**src/rtl/shift_tx_if.sv**
```systemverilog
// Load handshake and serial-link signals between a word producer and shift_tx.
// The slave modport is the transmitter; the master modport is the producer/link side.
interface shift_tx_if #(
  parameter int W = 8
);
  // Handshake: a word transfers on a rising edge where load_i and ready_o are both 1.
  // ready_o depends only on transmitter state. A producer that sees ready_o=0 must
  // hold par_i/dir_i and keep load_i asserted until the transfer happens.
  logic [W-1:0] par_i;
  logic         load_i;
  logic         dir_i;
  logic         ready_o;
  logic         D_o;
  logic [1:0]   mode_o;
  logic         done_o;
  logic         par_valid_o;
  logic [1:0]   state_o;

  modport slave (
    input  par_i, load_i, dir_i,
    output ready_o, D_o, mode_o, done_o, par_valid_o, state_o
  );

  modport master (
    output par_i, load_i, dir_i,
    input  ready_o, D_o, mode_o, done_o, par_valid_o, state_o
  );
endinterface

```
**src/rtl/shift_tx.sv**
```systemverilog
// Parallel-in/serial-out transmitter feeding a mode-controlled shift-register receiver.
// Define SHIFT_TX_PARITY_EN to append one even-parity cycle (PAR) after each frame.
module shift_tx #(
  parameter int W = 8
) (
  input  logic       clk,
  input  logic       rst,
  shift_tx_if.slave  bus
);
  localparam int CW = $clog2(W);

  typedef enum logic [1:0] {
    IDLE = 2'd0,
    SEND = 2'd1
`ifdef SHIFT_TX_PARITY_EN
    , PAR = 2'd2
`endif
  } state_t;

  state_t        state_q;
  logic [W-1:0]  shreg_q;
  logic [CW-1:0] cnt_q;
  logic          dir_q;
  logic          d_q;
  logic [1:0]    mode_q;
  logic          done_q;
`ifdef SHIFT_TX_PARITY_EN
  logic          parity_q;
  logic          parv_q;
`endif

  always_ff @(posedge clk or posedge rst) begin
    if (rst) begin
      state_q  <= IDLE;
      shreg_q  <= '0;
      cnt_q    <= '0;
      dir_q    <= 1'b0;
      d_q      <= 1'b0;
      mode_q   <= 2'd0;
      done_q   <= 1'b0;
`ifdef SHIFT_TX_PARITY_EN
      parity_q <= 1'b0;
      parv_q   <= 1'b0;
`endif
    end else begin
      done_q <= 1'b0;
      case (state_q)
        IDLE: begin
          d_q    <= 1'b0;
          mode_q <= 2'd0;
          if (bus.load_i) begin
            // The first bit goes straight to D; the register keeps the remainder.
            state_q <= SEND;
            dir_q   <= bus.dir_i;
            cnt_q   <= CW'(W - 1);
            if (bus.dir_i) begin
              d_q     <= bus.par_i[0];
              shreg_q <= bus.par_i >> 1;
              mode_q  <= 2'd3;
            end else begin
              d_q     <= bus.par_i[W-1];
              shreg_q <= bus.par_i << 1;
              mode_q  <= 2'd2;
            end
`ifdef SHIFT_TX_PARITY_EN
            parity_q <= ^bus.par_i;
`endif
          end
        end
        SEND: begin
          if (cnt_q == '0) begin
            mode_q <= 2'd0;
`ifdef SHIFT_TX_PARITY_EN
            state_q <= PAR;
            d_q     <= parity_q;
            parv_q  <= 1'b1;
`else
            state_q <= IDLE;
            d_q     <= 1'b0;
            done_q  <= 1'b1;
`endif
          end else begin
            cnt_q <= cnt_q - CW'(1);
            if (dir_q) begin
              d_q     <= shreg_q[0];
              shreg_q <= shreg_q >> 1;
            end else begin
              d_q     <= shreg_q[W-1];
              shreg_q <= shreg_q << 1;
            end
          end
        end
`ifdef SHIFT_TX_PARITY_EN
        PAR: begin
          state_q <= IDLE;
          d_q     <= 1'b0;
          parv_q  <= 1'b0;
          done_q  <= 1'b1;
        end
`endif
        default: begin
          state_q <= IDLE;
          d_q     <= 1'b0;
          mode_q  <= 2'd0;
        end
      endcase
    end
  end

  assign bus.ready_o = (state_q == IDLE);
  assign bus.D_o     = d_q;
  assign bus.mode_o  = mode_q;
  assign bus.done_o  = done_q;
  assign bus.state_o = state_q;
`ifdef SHIFT_TX_PARITY_EN
  assign bus.par_valid_o = parv_q;
`else
  assign bus.par_valid_o = 1'b0;
`endif
endmodule
```
**src/flat_wrapper.sv**
```systemverilog
// flat-port wrapper written by rule: the top's interface ports become plain ports
module shift_tx_flat 
#(
  parameter int W = 8
)
  (clk, rst, bus_par_i, bus_load_i, bus_dir_i, bus_ready_o, bus_D_o, bus_mode_o, bus_done_o, bus_par_valid_o, bus_state_o);
  shift_tx_if #(.W(W)) bus_i ();
  input  logic clk;
  input  logic rst;
  input wire logic [$bits(bus_i.par_i)-1:0] bus_par_i;
  input wire logic [$bits(bus_i.load_i)-1:0] bus_load_i;
  input wire logic [$bits(bus_i.dir_i)-1:0] bus_dir_i;
  output wire logic [$bits(bus_i.ready_o)-1:0] bus_ready_o;
  output wire logic [$bits(bus_i.D_o)-1:0] bus_D_o;
  output wire logic [$bits(bus_i.mode_o)-1:0] bus_mode_o;
  output wire logic [$bits(bus_i.done_o)-1:0] bus_done_o;
  output wire logic [$bits(bus_i.par_valid_o)-1:0] bus_par_valid_o;
  output wire logic [$bits(bus_i.state_o)-1:0] bus_state_o;
  assign bus_i.par_i = bus_par_i;
  assign bus_i.load_i = bus_load_i;
  assign bus_i.dir_i = bus_dir_i;
  assign bus_ready_o = bus_i.ready_o;
  assign bus_D_o = bus_i.D_o;
  assign bus_mode_o = bus_i.mode_o;
  assign bus_done_o = bus_i.done_o;
  assign bus_par_valid_o = bus_i.par_valid_o;
  assign bus_state_o = bus_i.state_o;
  shift_tx #(.W(W)) u_core (.clk(clk), .rst(rst), .bus(bus_i));
endmodule
```
**config.mk**
```make
export PLATFORM = sky130hd
export DESIGN_NAME = shift_tx_flat
export DESIGN_NICKNAME = d
export VERILOG_FILES = /design/src/rtl/shift_tx_if.sv /design/src/rtl/shift_tx.sv /design/src/flat_wrapper.sv
export SDC_FILE = /design/constraint.sdc
export NUM_CORES = 1
export LEC_CHECK = 0
export CORE_MARGIN = 5
export CORE_UTILIZATION = 44
export DETAILED_ROUTE_END_ITERATION = 8
export MAX_ROUTING_LAYER = met4
export PLACE_DENSITY = 0.71
export SETUP_SLACK_MARGIN = 0.1
export SYNTH_ARGS = -nofsm -noshare
export SYNTH_HDL_FRONTEND = slang
export SYNTH_SLANG_ARGS = --single-unit
export TNS_END_PERCENT = 100
```
**constraint.sdc**
```tcl
create_clock -name clk -period 1.4 [get_ports clk]
set_input_delay 0.14 -clock clk [delete_from_list [all_inputs] [get_ports clk]]
set_output_delay 0.14 -clock clk [all_outputs]
set_load 0.01 [all_outputs]
```
## Word level (Yosys, flattened, before mapping)

Index checks and enable logic that the tools add are counted.

| storage, ports and cells | value |
|---|---|
| register bits after elaboration | 18 |
| input port bits | 12 |
| output and inout port bits | 8 |
| logic and storage cells | 39 |

| cells by class | value |
|---|---|
| $add $sub $neg | 1 |
| eq/ne operators | 4 |
| mux-type cells | 21 |
| reductions and logical operators | 6 |

Operators by type and width:

| operator | count |
|---|---|
| $mux 8 | 4 |
| $pmux 8 s2 | 1 |
| $pmux 2 s2 | 2 |
| $mux 1 | 7 |
| $mux 2 | 3 |
| $mux 3 | 2 |
| $pmux 3 s2 | 1 |
| $ne 2x2->1 const B | 2 |
| $reduce_and 2->1 | 2 |
| $logic_not 3->1 | 1 |
| $reduce_and 3->1 | 1 |
| $sub 3x1->3 const B | 1 |
| $eq 2x1->1 const B | 1 |
| $logic_not 2->1 | 1 |
| $ne 2x1->1 const B | 1 |
| $pmux 1 s2 | 1 |
| $reduce_bool 2->1 | 1 |

## Logic depth before layout (Yosys ltp)

| depth | value |
|---|---|
| depth in word-level cells | 3 |
| depth in mapped cells | 6 |
| gate-level depth less buffers | 5 |

## Least setup slack after synthesis

Ideal clock, no wire load.

| timing path | value |
|---|---|
| kind | reg-to-reg |
| from | reg u_core.cnt_q[0] |
| to | reg u_core.shreg_q[0] |
| library setup time | 125 ps |
| arrival time | 1,306 ps |
| data required time | 1,275 ps |
| path slack | -31 ps |
| cell stages (with the launch flop) | 6 |
| buffers on the path | 0 |
| period minus slack after synthesis | 1,431 ps |
| cell sequence | dfrtp_1 > inv_1 > ha_1 > nand2b_4 > a21oi_4 > mux2_2 |

| on the way | value |
|---|---|
| word-level cells in the longest chain between the ends | 3 |

RTL lines:

| item | line | RTL |
|---|---|---|
| start, declared | shift_tx.sv:22 | `logic [CW-1:0] cnt_q;` |
| start signal, assigned | shift_tx.sv:55 | `cnt_q <= CW'(W - 1);` |
| start signal, assigned | shift_tx.sv:83 | `cnt_q <= cnt_q - CW'(1);` |
| $logic_not 3->1 | shift_tx.sv:71 | `if (cnt_q == '0) begin` |
| $ne 2x2->1 (no line) | n/a |  |
| $reduce_and 3->1 (no line) | n/a |  |
| end signal, assigned | shift_tx.sv:62 | `shreg_q <= bus.par_i << 1;` |
| end signal, assigned | shift_tx.sv:86 | `shreg_q <= shreg_q >> 1;` |
| end signal, assigned | shift_tx.sv:89 | `shreg_q <= shreg_q << 1;` |
| end, declared | shift_tx.sv:21 | `logic [W-1:0] shreg_q;` |

No other way between the ends.
A chain may end at the register's enable or synchronous reset.

## Worst setup path after layout

| timing path | value |
|---|---|
| from | reg u_core.cnt_q[1] |
| to | reg u_core.shreg_q[7] |

The elaborated chain is that of the path after synthesis.

==> impl_metrics.env <==
export IMPL_result_of_the_run="completed"
export IMPL_leakagePower_nw=0.6583
export IMPL_ys_ff_latch=17
export IMPL_period_needed_ps=1345
export IMPL_critical_path_n_buffers_inverters=1
export IMPL_drive_above_1_share=0.3448
export IMPL_timing_max_cap_violations=0
export IMPL_worstPathRequired_ps=1580
export IMPL_post_drt_wl_per_cell_um=16.17
export IMPL_power_share_sequential=0.338
export IMPL_slowest_stage="dfrtp_1"
export IMPL_antenna_left=0
export IMPL_yosys_warnings=0
export IMPL_crit_path_start_kind="flop"
export IMPL_timing_critical_path_to_type="flop"
export IMPL_syn_instance_count=84
export IMPL_internal_power_mw=1.714
export IMPL_clock_fmax_ghz=0.7433
export IMPL_report_power_total_mw=2.697
export IMPL_fin_crit_sh=0.9610
export IMPL_psw_uw=982.1
export IMPL_maximum_number_of_pins_on_one_net_before_global_route_repair=18
export IMPL_switching_share=0.3642
export IMPL_worst_ir_drop_vdd_mv=1.540
export IMPL_globalplace_congestion=0.7438
export IMPL_die_h_um=56.40
export IMPL_number_of_buffers_between_clock_root_and_the_deepest_sink=2
export IMPL_first_global_vias=783
export IMPL_floorplan_die_area_um2=3180
export IMPL_route_vias_total=746
export IMPL_placementRows=16
export IMPL_post_route_worst_setup_slack_ps=54.60
export IMPL_htree_num_levels=1
export IMPL_setup_viol_count_final=0
export IMPL_count_of_different_cell_masters_after_synthesis=28
export IMPL_crit_path_cell_trace="inv_2 > ha_4 > nand2b_4 > a21oi_4 > mux2_4"
export IMPL_synth_async_reset_ratio=1.000
export IMPL_clock_power_share=0.095
export IMPL_slowest_delay_ps=380
export IMPL_firstDrtPassIters=4
export IMPL_clock_sink_count=17
export IMPL_syn_mean_instance_area_um2=11.28
export IMPL_min_path_type="in2async"
export IMPL_grt_overflow_total=0
export IMPL_worstPathArrival_ps=1520
export IMPL_antenna_found_initial=0
export IMPL_critical_path_peak_fanout=5
export IMPL_clock_root_buffer="clkbuf_4"
export IMPL_route_detailed_vias_per_inst=5.217
export IMPL_clkSlewWorstSetupHoldPaths_ps=100
export IMPL_dominantRegCellSynth="dfrtp_1"
export IMPL_hpwlAfterDp_um=1577
export IMPL_cts_buffers_inserted=3
export IMPL_nNetsFinal=131
export IMPL_insertion_delay_ps=280
export IMPL_yosysSeqAreaShare=0.4491
export IMPL_die_width_um=56.40
export IMPL_tritoncts="built"
export IMPL_areaGrowthSynthToFinish_pct=38.57
export IMPL_detail_route_iter0_violations=17
export IMPL_grt_util_all_layers=0.1534
export IMPL_remaining_drc_errors=0
export IMPL_hold_viol=0
export IMPL_drv_slew=0
export IMPL_design_portCount=20
export IMPL_comb_power_share=0.568
export IMPL_p_per_area_nw_per_um2=2055
export IMPL_wirelength_um=2313
export IMPL_portBuffers=17
export IMPL_timing_worst_setup_path_type="reg2reg"
export IMPL_rsz_0062_raised_after_global_routing="yes"
export IMPL_grt_pass1_wl_um=3677
export IMPL_pre_cts_ws_ps=-75.14
export IMPL_diodes=0
export IMPL_critical_path_top_delay_family="flip-flops"
export IMPL_floorplan_core_area_um2=2002
export IMPL_start_util=0.4731
export IMPL_timing_clock_skew_ps=4.633
export IMPL_synth_edf_count=0
export IMPL_synth_cell_area_um2=947.2
## worst min-delay path, delay by kind of cell
kind | cells | cell delay (ps)
buf+inv | 3 | 670
## power by group through the flow
stage	Sequential [mW]	Combinational, mW	Clock, mW
finish	0.910	1.53	0.255
CTS	0.899	1.50	0.261
floorplan	0.866	0.956	0
detailed placement	0.935	1.29	0
global placement	0.917	1.24	0
global route	0.939	1.66	0.283
## final cells by class
class                           instances  area, µm²
Clock buffer                            4      26.28
Fill cell                             165      689.4
Inverter                                7      26.28
Multi-Input combinational cell         55      488.0
Sequential cell                        17      427.9
Tap cell                               27      33.78
Timing Repair Buffer                   33      310.3
## logic make-up after synthesis
kind of cell | Yosys count | synth area share
DFF | 17 | 0.4491
other | 1 | 0.003959
and+or+nand+nor | 17 | 0.09644
buffers and inverters | 14 | 0.08454
muxes | 17 | 0.1942
adders and majority gates | 2 | 0.02642
AOI/OAI and AO/OA | 16 | 0.1453
## final timing paths
| kind | start | endpoint | slack (ps) | depth (start not counted) |
|---|---|---|---|---|
| max in group asynchronous | rst | u_core.bus.state_o[0] | 1040 | 3 |
| min | rst | u_core.bus.done_o | 150 | 3 |
| max | u_core.cnt_q[1] | u_core.shreg_q[7] | 50 | 5 |
| min reg2reg | u_core.bus.mode_o[1] | u_core.bus.mode_o[1] | 490 | 1 |
| min in group clk | u_core.bus.mode_o[1] | u_core.bus.mode_o[1] | 490 | 1 |
| max reg2reg | u_core.cnt_q[1] | u_core.shreg_q[7] | 50 | 5 |
## timing repair
item	in CTS	in global routing
setup buffers	8	0
cloned	1	0
hold buffers	0	0
resized for setup	9	7
pin swaps	2	3
setup endpoints to repair	13	15
## state kept, by name, summed over array words and instances, names as in the netlist
register and flops:
u_core.bus.done_o 1, u_core.dir_q 1, u_core.bus.state_o 1, u_core.shreg_q 8, u_core.cnt_q 3, u_core.bus.mode_o 2
u_core.bus.D_o 1
## stage by stage
| stage | hold slack (ps) | TNS [ps] | std cells | util | cell area [µm²] |
|---|---|---|---|---|---|
| CTS | 160.3 | 0 | 143 | 0.6488 | 1299 |
| finish | 151.6 | 0 | 143 | 0.6556 | 1313 |
| global placement | 459.6 | -183.7 | 130 | 0.5963 | 1194 |
| detailed placement | 472.0 | -324.7 | 130 | 0.5963 | 1194 |
| global route | 183.3 | 0 | 143 | 0.6556 | 1313 |
| floorplan | 66.07 | 0 | 85 | - | 970.9 |
## per-layer routing
layer | vias up | global-route usage | wire, µm
met2 | 21 | 0.2788 | 1203
met4 | 0 | 0.03051 | 17
li1 | 362 | - | -
met5 | - | - | 0
met1 | 361 | 0.1690 | 987
met3 | 2 | 0.03899 | 105
## cells in the final DEF, fill, tap and decap left out, drive strengths merged
cell / count
a21o: 1
a21oi: 2
a221o: 6
a311oi: 1
a31oi: 1
a32o: 1
and2: 1
buf: 16
clkbuf: 5
clkdlybuf4s50: 11
conb: 2
dfrtp: 17
dlygate4sd2: 3
dlymetal6s2s: 2
ha: 2
inv: 7
mux2: 8
mux2i: 9
nand2: 3
nand2b: 2
nand3: 1
nand3b: 1
nor2: 8
nor2b: 1
o211ai: 1
o21ai: 3
o22ai: 1
## cell usage after synthesis, drive strengths merged (2+ instances only)
cell     n  area share
buf      6       0.053
mux2     8       0.099
ha       2       0.026
nor2     8       0.032
o21ai    3       0.016
inv      7       0.028
mux2i    9       0.095
a221o    6       0.063
dfrtp   17        0.45
nand2    3       0.012
nand2b   2       0.021
Note: power is estimated with default switching activity, not from simulation.
